## src/rtl/fetch_sequencer_pkg.sv

```systemverilog
// Shared definitions for the fetch sequencer: state encoding, PC defaults
// and bubble constants. The optional misaligned-redirect trap is controlled
// by the MISALIGN_TRAP_EN macro (see fetch_sequencer.sv).
package fetch_sequencer_pkg;

  // Sequencer states
  localparam logic [2:0] ST_BOOT  = 3'd0;
  localparam logic [2:0] ST_FETCH = 3'd1;
  localparam logic [2:0] ST_DRAIN = 3'd2;
  localparam logic [2:0] ST_HOLD  = 3'd3;
  localparam logic [2:0] ST_HALT  = 3'd4;

  localparam logic [31:0] DEFAULT_RESET_PC = 32'h0000_0000;
  localparam logic [31:0] DEFAULT_PC_STEP  = 32'd4;

  // Bubble: no valid instruction handed to decode, no squash
  localparam logic BUBBLE_VALID = 1'b0;
  localparam logic BUBBLE_FLUSH = 1'b0;
  localparam logic [31:0] NOP_INSTR = 32'h0000_0013;

  // A fetch target must be word aligned
  function automatic logic addr_misaligned(input logic [31:0] addr);
    return addr[1:0] != 2'b00;
  endfunction

endpackage

```

## src/rtl/fetch_redirect_buffer.sv

```systemverilog
// Holds a redirect target that arrived while a wrong-path fetch was still
// in flight. A new load always overwrites (youngest target wins) and takes
// priority over a clear issued in the same cycle.
module fetch_redirect_buffer (
  input  logic        clk,
  input  logic        reset,
  input  logic        load,
  input  logic [31:0] load_addr,
  input  logic        clear,
  output logic        pend_valid,
  output logic [31:0] pend_addr
);

  logic        pend_valid_q, pend_valid_d;
  logic [31:0] pend_addr_q, pend_addr_d;

  // Next-state: load overwrites, clear drops the valid bit
  always_comb begin
    pend_valid_d = pend_valid_q;
    pend_addr_d  = pend_addr_q;
    if (load) begin
      pend_valid_d = 1'b1;
      pend_addr_d  = load_addr;
    end else if (clear) begin
      pend_valid_d = 1'b0;
    end
  end

  // Pending-target register with synchronous reset
  always_ff @(posedge clk) begin
    if (reset) begin
      pend_valid_q <= 1'b0;
      pend_addr_q  <= 32'h0;
    end else begin
      pend_valid_q <= pend_valid_d;
      pend_addr_q  <= pend_addr_d;
    end
  end

  assign pend_valid = pend_valid_q;
  assign pend_addr  = pend_addr_q;

endmodule

```

## src/rtl/fetch_sequencer.sv

```systemverilog
// Fetch sequencer: owns the PC, drives the next-PC mux select/target and
// handshakes with instruction memory. Priority: reset > redirect > stall >
// sequential advance.
// Optional feature macro: MISALIGN_TRAP_EN -- a misaligned redirect raises
// sticky misalignErr and parks the sequencer in HALT until reset. Without it
// targetAddr is forced word aligned.
module fetch_sequencer
  import fetch_sequencer_pkg::*;
#(
  parameter logic [31:0] RESET_PC = DEFAULT_RESET_PC,
  parameter logic [31:0] PC_STEP  = DEFAULT_PC_STEP
) (
  input  logic        clk,
  input  logic        reset,
  input  logic        stall,
  input  logic        redirect,
  input  logic [31:0] redirectAddr,
  input  logic [31:0] pcNext,
  input  logic        imemReady,
  output logic        imemReq,
  output logic [31:0] pc,
  output logic [31:0] pcPlusFour,
  output logic [31:0] targetAddr,
  output logic        pcSrc,
  output logic        instValid,
  output logic        flush
`ifdef MISALIGN_TRAP_EN
  ,
  output logic        misalignErr
`endif
);

  logic [2:0]  state_q, state_d;
  logic [31:0] pc_q, pc_d;
  logic        pend_valid, pend_load, pend_clear;
  logic [31:0] pend_addr, target_sel;
  logic        imem_req, inst_valid, flush_int;

  fetch_redirect_buffer u_redirect_buffer (
    .clk       (clk),
    .reset     (reset),
    .load      (pend_load),
    .load_addr (redirectAddr),
    .clear     (pend_clear),
    .pend_valid(pend_valid),
    .pend_addr (pend_addr)
  );

  assign pcPlusFour = pc_q + PC_STEP;
  assign pcSrc      = redirect | pend_valid;
  assign target_sel = pend_valid ? pend_addr : redirectAddr;

`ifdef MISALIGN_TRAP_EN
  logic err_q, err_d, trap;

  // A misaligned redirect from any active state traps; the faulting target
  // is steered through the mux so the PC records it.
  assign trap = redirect && addr_misaligned(redirectAddr) &&
                (state_q == ST_FETCH || state_q == ST_DRAIN || state_q == ST_HOLD);
  assign targetAddr  = trap ? redirectAddr : target_sel;
  assign misalignErr = err_q;
`else
  logic unused_target_bits;
  assign unused_target_bits = ^target_sel[1:0];
  assign targetAddr = {target_sel[31:2], 2'b00};
`endif

  // Sequencer next-state, PC update and per-cycle handshake outputs
  always_comb begin
    state_d    = state_q;
    pc_d       = pc_q;
    pend_load  = 1'b0;
    pend_clear = 1'b0;
    imem_req   = 1'b0;
    inst_valid = BUBBLE_VALID;
    flush_int  = BUBBLE_FLUSH;
`ifdef MISALIGN_TRAP_EN
    err_d = err_q;
`endif
    case (state_q)
      ST_BOOT: state_d = ST_FETCH;
      ST_FETCH: begin
        imem_req = 1'b1;
        if (redirect) begin
          flush_int = 1'b1;
          if (imemReady) begin
            pc_d = pcNext;
          end else begin
            pend_load = 1'b1;
            state_d   = ST_DRAIN;
          end
        end else if (imemReady) begin
          if (stall) begin
            state_d = ST_HOLD;
          end else begin
            inst_valid = 1'b1;
            pc_d       = pcNext;
          end
        end
      end
      ST_DRAIN: begin
        // The wrong-path fetch completes; its word is discarded. A redirect
        // arriving alongside completion keeps us draining toward it.
        imem_req = 1'b1;
        if (redirect) begin
          flush_int = 1'b1;
          pend_load = 1'b1;
        end
        if (imemReady) begin
          pc_d = pcNext;
          if (!redirect) begin
            pend_clear = 1'b1;
            state_d    = ST_FETCH;
          end
        end
      end
      ST_HOLD: begin
        if (redirect) begin
          flush_int = 1'b1;
          pc_d      = pcNext;
          state_d   = ST_FETCH;
        end else if (!stall) begin
          state_d = ST_FETCH;
        end
      end
`ifdef MISALIGN_TRAP_EN
      ST_HALT: state_d = ST_HALT;
`endif
      default: state_d = ST_BOOT;
    endcase
`ifdef MISALIGN_TRAP_EN
    if (trap) begin
      state_d    = ST_HALT;
      pc_d       = pcNext;
      err_d      = 1'b1;
      pend_load  = 1'b0;
      pend_clear = 1'b1;
      inst_valid = BUBBLE_VALID;
      flush_int  = 1'b1;
    end
`endif
  end

  // State and PC registers with synchronous reset
  always_ff @(posedge clk) begin
    if (reset) begin
      state_q <= ST_BOOT;
      pc_q    <= RESET_PC;
`ifdef MISALIGN_TRAP_EN
      err_q   <= 1'b0;
`endif
    end else begin
      state_q <= state_d;
      pc_q    <= pc_d;
`ifdef MISALIGN_TRAP_EN
      err_q   <= err_d;
`endif
    end
  end

  // Reset suppresses every handshake output in the cycle it is asserted
  assign imemReq   = imem_req & ~reset;
  assign instValid = inst_valid & ~reset;
  assign flush     = flush_int & ~reset;
  assign pc        = pc_q;

endmodule
```

## config.mk

```make
export PLATFORM = sky130hd
export DESIGN_NAME = fetch_sequencer
export DESIGN_NICKNAME = d
export VERILOG_FILES = /design/src/rtl/fetch_sequencer_pkg.sv /design/src/rtl/fetch_redirect_buffer.sv /design/src/rtl/fetch_sequencer.sv
export SDC_FILE = /design/constraint.sdc
export NUM_CORES = 1
export LEC_CHECK = 0
export BUFFER_PORTS_ARGS = -buffer_cell sky130_fd_sc_hd__buf_2
export CAP_MARGIN = 0
export CORE_MARGIN = 2
export CORE_UTILIZATION = 35
export DETAILED_ROUTE_END_ITERATION = 10
export PLACE_DENSITY = 0.66
export SYNTH_ARGS = -nofsm -noshare
export SYNTH_HDL_FRONTEND = slang
export SYNTH_SLANG_ARGS = --single-unit
```

## constraint.sdc

```tcl
create_clock -name clk -period 2 [get_ports clk]
set_clock_uncertainty 0.1 [all_clocks]
set_input_delay 0.2 -clock clk [delete_from_list [all_inputs] [get_ports clk]]
set_output_delay 0.2 -clock clk [all_outputs]
set_load 0.05 [all_outputs]
```

==> results of run 1 <==
-- cell type report --
class,instances,area (um2)
well taps,129,161
fillers,749,3290
clock inverters,2,35.0
clock buffers,14,173
multi-input cells,268,2370
flip-flops and latches,65,1390
inverters,10,37.5
repair buffers,259,1880
-- final timing paths --
| kind | slack, ns | to |
|---|---|---|
| setup / recovery | -0.27 | pcPlusFour[29] |
| hold / removal | 0.02 | u_redirect_buffer.pend_addr[8] |
| hold reg to reg | 0.35 | u_redirect_buffer.pend_addr[3] |
| setup reg to reg | 0.13 | pc[3] |
-- per-layer routing --
layer / vias to the layer above / GRT usage (%) / share of wire, %
met2: 140 / 36.0 / 51
met4: 0 / 5.03 / 1.4
met1: 1733 / 23.0 / 41
met3: 20 / 6.44 / 5.7
li1: 1800 / - / -
met5: - / 0 / 0
-- state kept, by name, summed over array words and instances (netlist names) --
| register | count |
|---|---|
| pc | 32 |
| u_redirect_buffer.pend_valid | 1 |
| state_q | 2 |
| u_redirect_buffer.pend_addr | 30 |
-- layout by cell type (no fill, tap or decap), types with 4 or more instances in the layout --
master / Yosys / layout
nor4_4: 0 / 6
inv_1: 10 / 10
xor2_4: 0 / 9
nand3_1: 8 / 5
nor2b_1: 4 / 4
xnor2_2: 0 / 11
nand2_1: 74 / 73
buf_6: 4 / 23
buf_12: 0 / 5
ha_1: 6 / 5
clkbuf_8: 0 / 12
mux2_2: 30 / 30
dfxtp_1: 65 / 35
nor2_1: 9 / 6
dfxtp_2: 0 / 10
buf_4: 5 / 37
a21oi_1: 33 / 33
dfxtp_4: 0 / 20
buf_2: 14 / 140
dlygate4sd3_1: 0 / 53
a32o_1: 32 / 32
nand4_1: 5 / 5
-- logic make-up (layout without fill, tap and decap cells) --
kind of cell | count (synthesis) | in the layout | share of synthesized area, %
simple gates | 127 | 127 | 18.5
xor+xnor | 28 | 28 | 7.22
flops | 65 | 65 | 38.3
fa+ha+maj | 6 | 6 | 2.21
buf+inv | 42 | 285 | 6.59
mux | 32 | 32 | 10.5
compound gates | 73 | 73 | 16.5
other cells | 1 | 2 | 0.110
-- metrics by stage --
stage | total power, mW | cell area [um2] | hold slack (ns)
global placement | 3.18 | 4990 | 0.313
detailed placement | 3.21 | 4990 | 0.319
global route | 4.71 | 6040 | 0.00389
floorplan | 2.79 | 3870 | 0.225
finish | 4.50 | 6040 | 0.0171
CTS | 4.52 | 5920 | 0.000201
-- worst max-delay path, stage by stage (launching register included) --
cell	delay, ns
dfxtp_4	0.36
and4_2	0.35
nand2_8	0.15
nor4_4	0.38
xor2_4	0.18
buf_4	0.21
-- power by group --
part           total (mW)  internal, mW  switching, mW
Sequential           1.50          1.41         0.0937
Clock                1.16         0.678          0.482
Combinational        1.84         0.628           1.21
Total                4.50          2.72           1.79
-- what timing repair did --
item | in CTS | in global routing
hold buffers | 53 | 0
pin swaps | 5 | 8
buffers inserted | 2 | 3
endpoints found under the hold margin | 53 | 0
cloned | 0 | 0
endpoints found under the setup margin | 24 | 68
gates resized for setup | 51 | 24
==> key figures, run 1 <==
Yosys
  • Synth Warn #: 0
  • Cells after Synth: approximately 370
  • Synth top area cells: dfxtp_1 (38%), mux2_2 (9.9%), a32o_1 (9.4%), nand2_1 (8.2%), a21oi_1 (4.9%)
  • Synth cell count leaders: nand2_1 (74), dfxtp_1 (65), a21oi_1 (33)
  • Asr flop ratio synth: 0%
  • Yosys top cell area share: a little under two fifths
  • Most common cell in the synthesized netlist: nand2_1
  • Yosys cell types: 39
  • Seq cells post-synth: 65
  • Syn Area/Cell: a little over 9 um2
  • Syn Std Cell Area: around 3400 um2
  • EDFF count, synth: 0
  • Dominant cell type by area after synthesis: dfxtp_1
  • Post-synth top flop: dfxtp_1
  • Sequential area share after synthesis: about two fifths

Global routing
  • Total track usage: between 20% and 30%
  • Initial antenna violation count: 0
  • First-pass GRT wire length: about 17,000 um
  • Pin count of the biggest net entering global routing: 33
  • Remaining global-route overflow: 0
  • Vias in the first global route: 3,517

Critical path
  • Worst r2r src: state_q[0]
  • Startpoint types: register
  • Crit path DAT: 1.97 ns
  • Critical path type: reg -> out
  • Path depth of the worst reg2reg path: 7
  • Crit path launch: pc[3]
  • WP data required: 1.70 ns
  • CP endpoint kind: output pin
  • Crit path max fanout: 8

STA
  • Final worst slack: -0.269 ns
  • Unrepaired setup endpoints after global routing: true
  • Fin. Hold Viols: 0
  • Setup tns final: -2.75 ns
  • Tcrit/Tclk final: 113%
  • Max frequency: about 0.44 GHz
  • Min Tclk post-route: roughly 2.3 ns
  • Count of final max-slew check failures: 0
  • # setup viols final: 19

Detailed routing
  • Detail Route Antenna Nets: 0
  • Wire length per cell: about 15 um
  • # DRC: 0
  • Drt first-iter violations: ~130
  • Via count: 3,693
  • Vias per cell: around 4.9
  • First-pass iteration count of the detailed router: 4
  • DRT Wirelength: approximately 11,000 um

CTS
  • CTS Buffer Depth: 2
  • TritonCTS clock tree: built
  • Clk root buf: clkbuf_8
  • Worst skew pair latency: roughly 0.33 ns
  • Clock Sinks: 65
  • Total CTS buffers: 9
  • H-tree lvl count: 3
  • CTS clk-pin slew, worst paths: 0.06 ns

Place
  • DP Worst Slack: -0.0468 ns
  • Gp weighted congestion: between 0.8 and 0.9
  • Port Buffer Count: about 160
  • Dpl hpwl: around 7300 um
  • Post-Place Cells: 674

Power and ir drop
  • Pwr dens: 746 nW/um2
  • Leakage: around 2.7 nW
  • VDD IR-drop max: about 0.00044 V

Status
  • Failing checks: negative setup slack
  • Status: finished, violations left

Floorplan
  • Std cell rows: 35
  • Core area: 9330 um2
  • DIE AREA: approximately 11,000 um2
  • Die height: 103 um
  • Initial Util: a little over a third
  • Die width: 103 um
  • I/O pin total: 169

Final layout
  • ANT cells: 0
  • Area Growth Syn to Fin: 77.8%
  • Final cell count without fillers: roughly 750
  • Final core occ: roughly 65%
  • NumNets Final: 688
  • Share of post-route cells with drive strength above 1: a little over half

Run
  • MaxCap Viol Count: 0

Worst hold path
  • Worst Hold Launch: redirectAddr[8]
  • Worst min path class: in -> reg
  • Hold path depth: 3
No activity file was read; power rests on OpenSTA's default activity.
==> run 2: changes to the inputs <==
- PLACE_DENSITY: 0.66 -> 0.78
==> run 2 against run 1 <==
- the run still ends with negative setup slack left
- wire length increased by 17%
- first-iteration DRC count is 85% higher
- clock power down 16%
- final cell count up 0.40%
- global-route usage grew 1.9 points
- die area did not move
- count of clock-buffer cells in the layout fell by 4
- critical path type unchanged
- critical endpoint is now pcPlusFour[28]
- highest routed layer unchanged
==> key figures, run 2 (synthesis results as in run 1) <==
Status
  • Status: finished, violations left
  • Failing checks: negative setup slack

Critical path
  • Critical path buffer and inverter count: 2 (+1)
  • Startpoint types: register
  • WP data required: 1.70 ns (about the same)
  • Crit-path cells: and4_4 -> nand4_4 -> buf_12 -> nor4_4 -> xor2_2 -> buf_6
  • Crit path DAT: 1.97 ns (about the same)
  • Worst r2r src: state_q[0]
  • Critical path type: reg -> out
  • Crit path max fanout: 6 (-2)
  • Critical Path Slowest Stage Cell: dfxtp_4
  • Reg2Reg Setup Slack: 0.12 ns (about the same)
  • Critical Path Max Stage Delay: 0.36 ns (-0.02 ns)
  • Worst reg2reg endpoint: pc[12]
  • Path depth of the worst reg2reg path: 6 (-1)
  • Critical path's top delay family: simple AND/OR/NAND/NOR gates
  • CP endpoint kind: output pin

Final layout
  • ANT cells: 0 (unchanged)
  • Max reg flops: 32 (unchanged)
  • Final instance area: 6110 um2 (+1.1%)
  • Final cell count without fillers: 750 (+0.40%)
  • NumNets Final: 691 (+0.44%)
  • FILL cells: 697 (-6.9%)
  • Most frequent cells in the layout: buf_2 (138), nand2_1 (72), dlygate4sd3_1 (41)
  • Multi-input logic area: 2430 um2 (+2.4%)
  • Final core occ: 65.5% (+0.74 points)
  • Most common cell after layout, fill and taps aside: buf_2
  • Register area: 1390 um2 (about the same)
  • Share of post-route cells with drive strength above 1: 57.6% (+3.8 points)
  • Area Growth Syn to Fin: 79.9%

Global routing
  • Total track usage: 21.9% (+1.9 points)
  • First-pass GRT wire length: 18,200 um (+9.6%)
  • Initial antenna violation count: 0 (unchanged)
  • Pin count of the biggest net entering global routing: 33 (unchanged)
  • Remaining global-route overflow: 0 (unchanged)
  • Vias in the first global route: 3,686 (+4.8%)

Place
  • Post-DP Area: 5030 um2 (+0.75%)
  • Port Buffer Count: 164 (unchanged)
  • Post-Place Cells: 679 (+0.74%)
  • Gp weighted congestion: 0.883 (+8.6%)
  • Dpl hpwl: 7700 um (+6.0%)
  • DP Worst Slack: -0.0458 ns (+0.000981 ns)

CTS
  • CTS clk-pin slew, worst paths: 0.09 ns (+0.03 ns)
  • TritonCTS clock tree: built
  • Clk root buf: clkbuf_8
  • Clock Sinks: 65 (unchanged)
  • H-tree lvl count: 3 (unchanged)
  • Worst skew pair latency: 0.33 ns (about the same)
  • CTS Buffer Depth: 2 (unchanged)
  • Total CTS buffers: 9 (unchanged)

Floorplan
  • Std cell rows: 35 (unchanged)
  • Die width: 103 um (unchanged)
  • Initial Util: 36.4% (unchanged)
  • I/O pin total: 169 (unchanged)
  • Die height: 103 um (unchanged)
  • DIE AREA: 10,500 um2 (unchanged)
  • Core area: 9330 um2 (unchanged)

STA
  • Setup tns final: -3.42 ns (-0.674 ns)
  • Max-slew headroom: 30.5%
  • Count of final max-slew check failures: 0 (unchanged)
  • Worst slew pin tran: between 1 and 1.5 ns
  • Fin Hold WS: 0.0154 ns (-0.00165 ns)
  • Max frequency: 0.440 GHz (about the same)
  • # setup viols final: 20 (+1)
  • Min Tclk post-route: 2.27 ns (+0.00190 ns)
  • Unrepaired setup endpoints after global routing: true
  • Final worst slack: -0.271 ns (-0.00190 ns)
  • Tcrit/Tclk final: 114% (about the same)
  • Fin. Hold Viols: 0 (unchanged)

Detailed routing
  • First-pass iteration count of the detailed router: 4 (unchanged)
  • Wire length per cell: 17.1 um (+16%)
  • Drt first-iter violations: 239 (+85%)
  • # DRC: 0 (unchanged)
  • DRT Wirelength: 12,900 um (+17%)
  • Vias per cell: 5.20 (+5.3%)
  • Detail Route Antenna Nets: 0 (unchanged)
  • Via count: 3,903 (+5.7%)

Worst hold path
  • Worst Hold Launch: redirectAddr[31]
  • Hold Crit Endpoint: u_redirect_buffer.pend_addr[31]
  • Hold path depth: 3 (unchanged)
  • Worst min path class: in -> reg

Power and ir drop
  • VDD IR-drop max: 0.000401 V (-8.2%)
  • Leakage: 2.78 nW (+1.9%)
  • Pwr dens: 719 nW/um2 (-3.5%)
  • Power Total: 4.40 mW (-2.4%)

Run
  • MaxCap Viol Count: 0 (unchanged)
==> run 2: cell count changes in the layout (fill, tap and decap cells not counted), moves of 2 or more <==
| cell | change |
|---|---|
| and4_1 | -2 |
| xnor2_1 | -2 |
| o221a_4 | +2 |
| nand3_2 | +2 |
| and4_4 | +3 |
| buf_2 | -2 |
| nand3_4 | -3 |
| clkinv_4 | +2 |
| buf_4 | +3 |
| clkbuf_8 | -3 |
| buf_6 | +12 |
| dlygate4sd3_1 | -12 |
==> run 2: what timing repair did <==
item	in CTS	in global routing
pin swaps	12	14
endpoints found under the hold margin	38	3
cloned	1	1
buffers inserted	7	5
setup endpoints to repair	53	85
gates resized for setup	67	38
hold buffers	38	3
==> run 2: cell type report <==
class	instances	share of cell area [%]
clock inverter	6	0.696
inverter	10	0.614
timing repair buffer	261	31.5
clock buffer	10	2.09
tap	129	2.64
multi-input combinational	269	39.7
sequential	65	22.8
==> run 2: how the worst max path moves through the flow <==
stage | depth (start not counted) | to | start | slack (ns)
after floorplan | 6 | pcPlusFour[28] | pc[3] | -0.28
after global placement | 8 | pcPlusFour[30] | pc[3] | -0.03
after detailed placement | 8 | pcPlusFour[26] | pc[3] | -0.05
after CTS | 6 | pcPlusFour[28] | pc[17] | -0.25
after global routing | 6 | pcPlusFour[28] | pc[12] | -0.35
final | 6 | pcPlusFour[28] | pc[12] | -0.27
==> run 2: routing by layer <==
| metal | wire [um] | GRT usage (%) | vias up | share of wire (%) |
|---|---|---|---|---|
| met5 | 0 | 0 | - | 0 |
| met1 | 4910 | 24.9 | 1874 | 38 |
| met3 | 829 | 4.00 | 32 | 6.4 |
| li1 | - | - | 1823 | - |
| met4 | 376 | 9.23 | 0 | 2.9 |
| met2 | 6750 | 40.2 | 174 | 52 |
==> run 2: tightest hold or removal path, cell delays in order <==
cell and delay, ns:
buf_2 0.11, nand2_1 0.05, a21oi_1 0.05
==> run 2: where the power goes <==
| group | internal (mW) | switching [mW] | leakage (nW) | total, mW |
|---|---|---|---|---|
| registers | 1.41 | 0.108 | 0.548 | 1.52 |
| logic | 0.648 | 1.25 | 2.14 | 1.90 |
| clock network | 0.455 | 0.521 | 0.0909 | 0.976 |
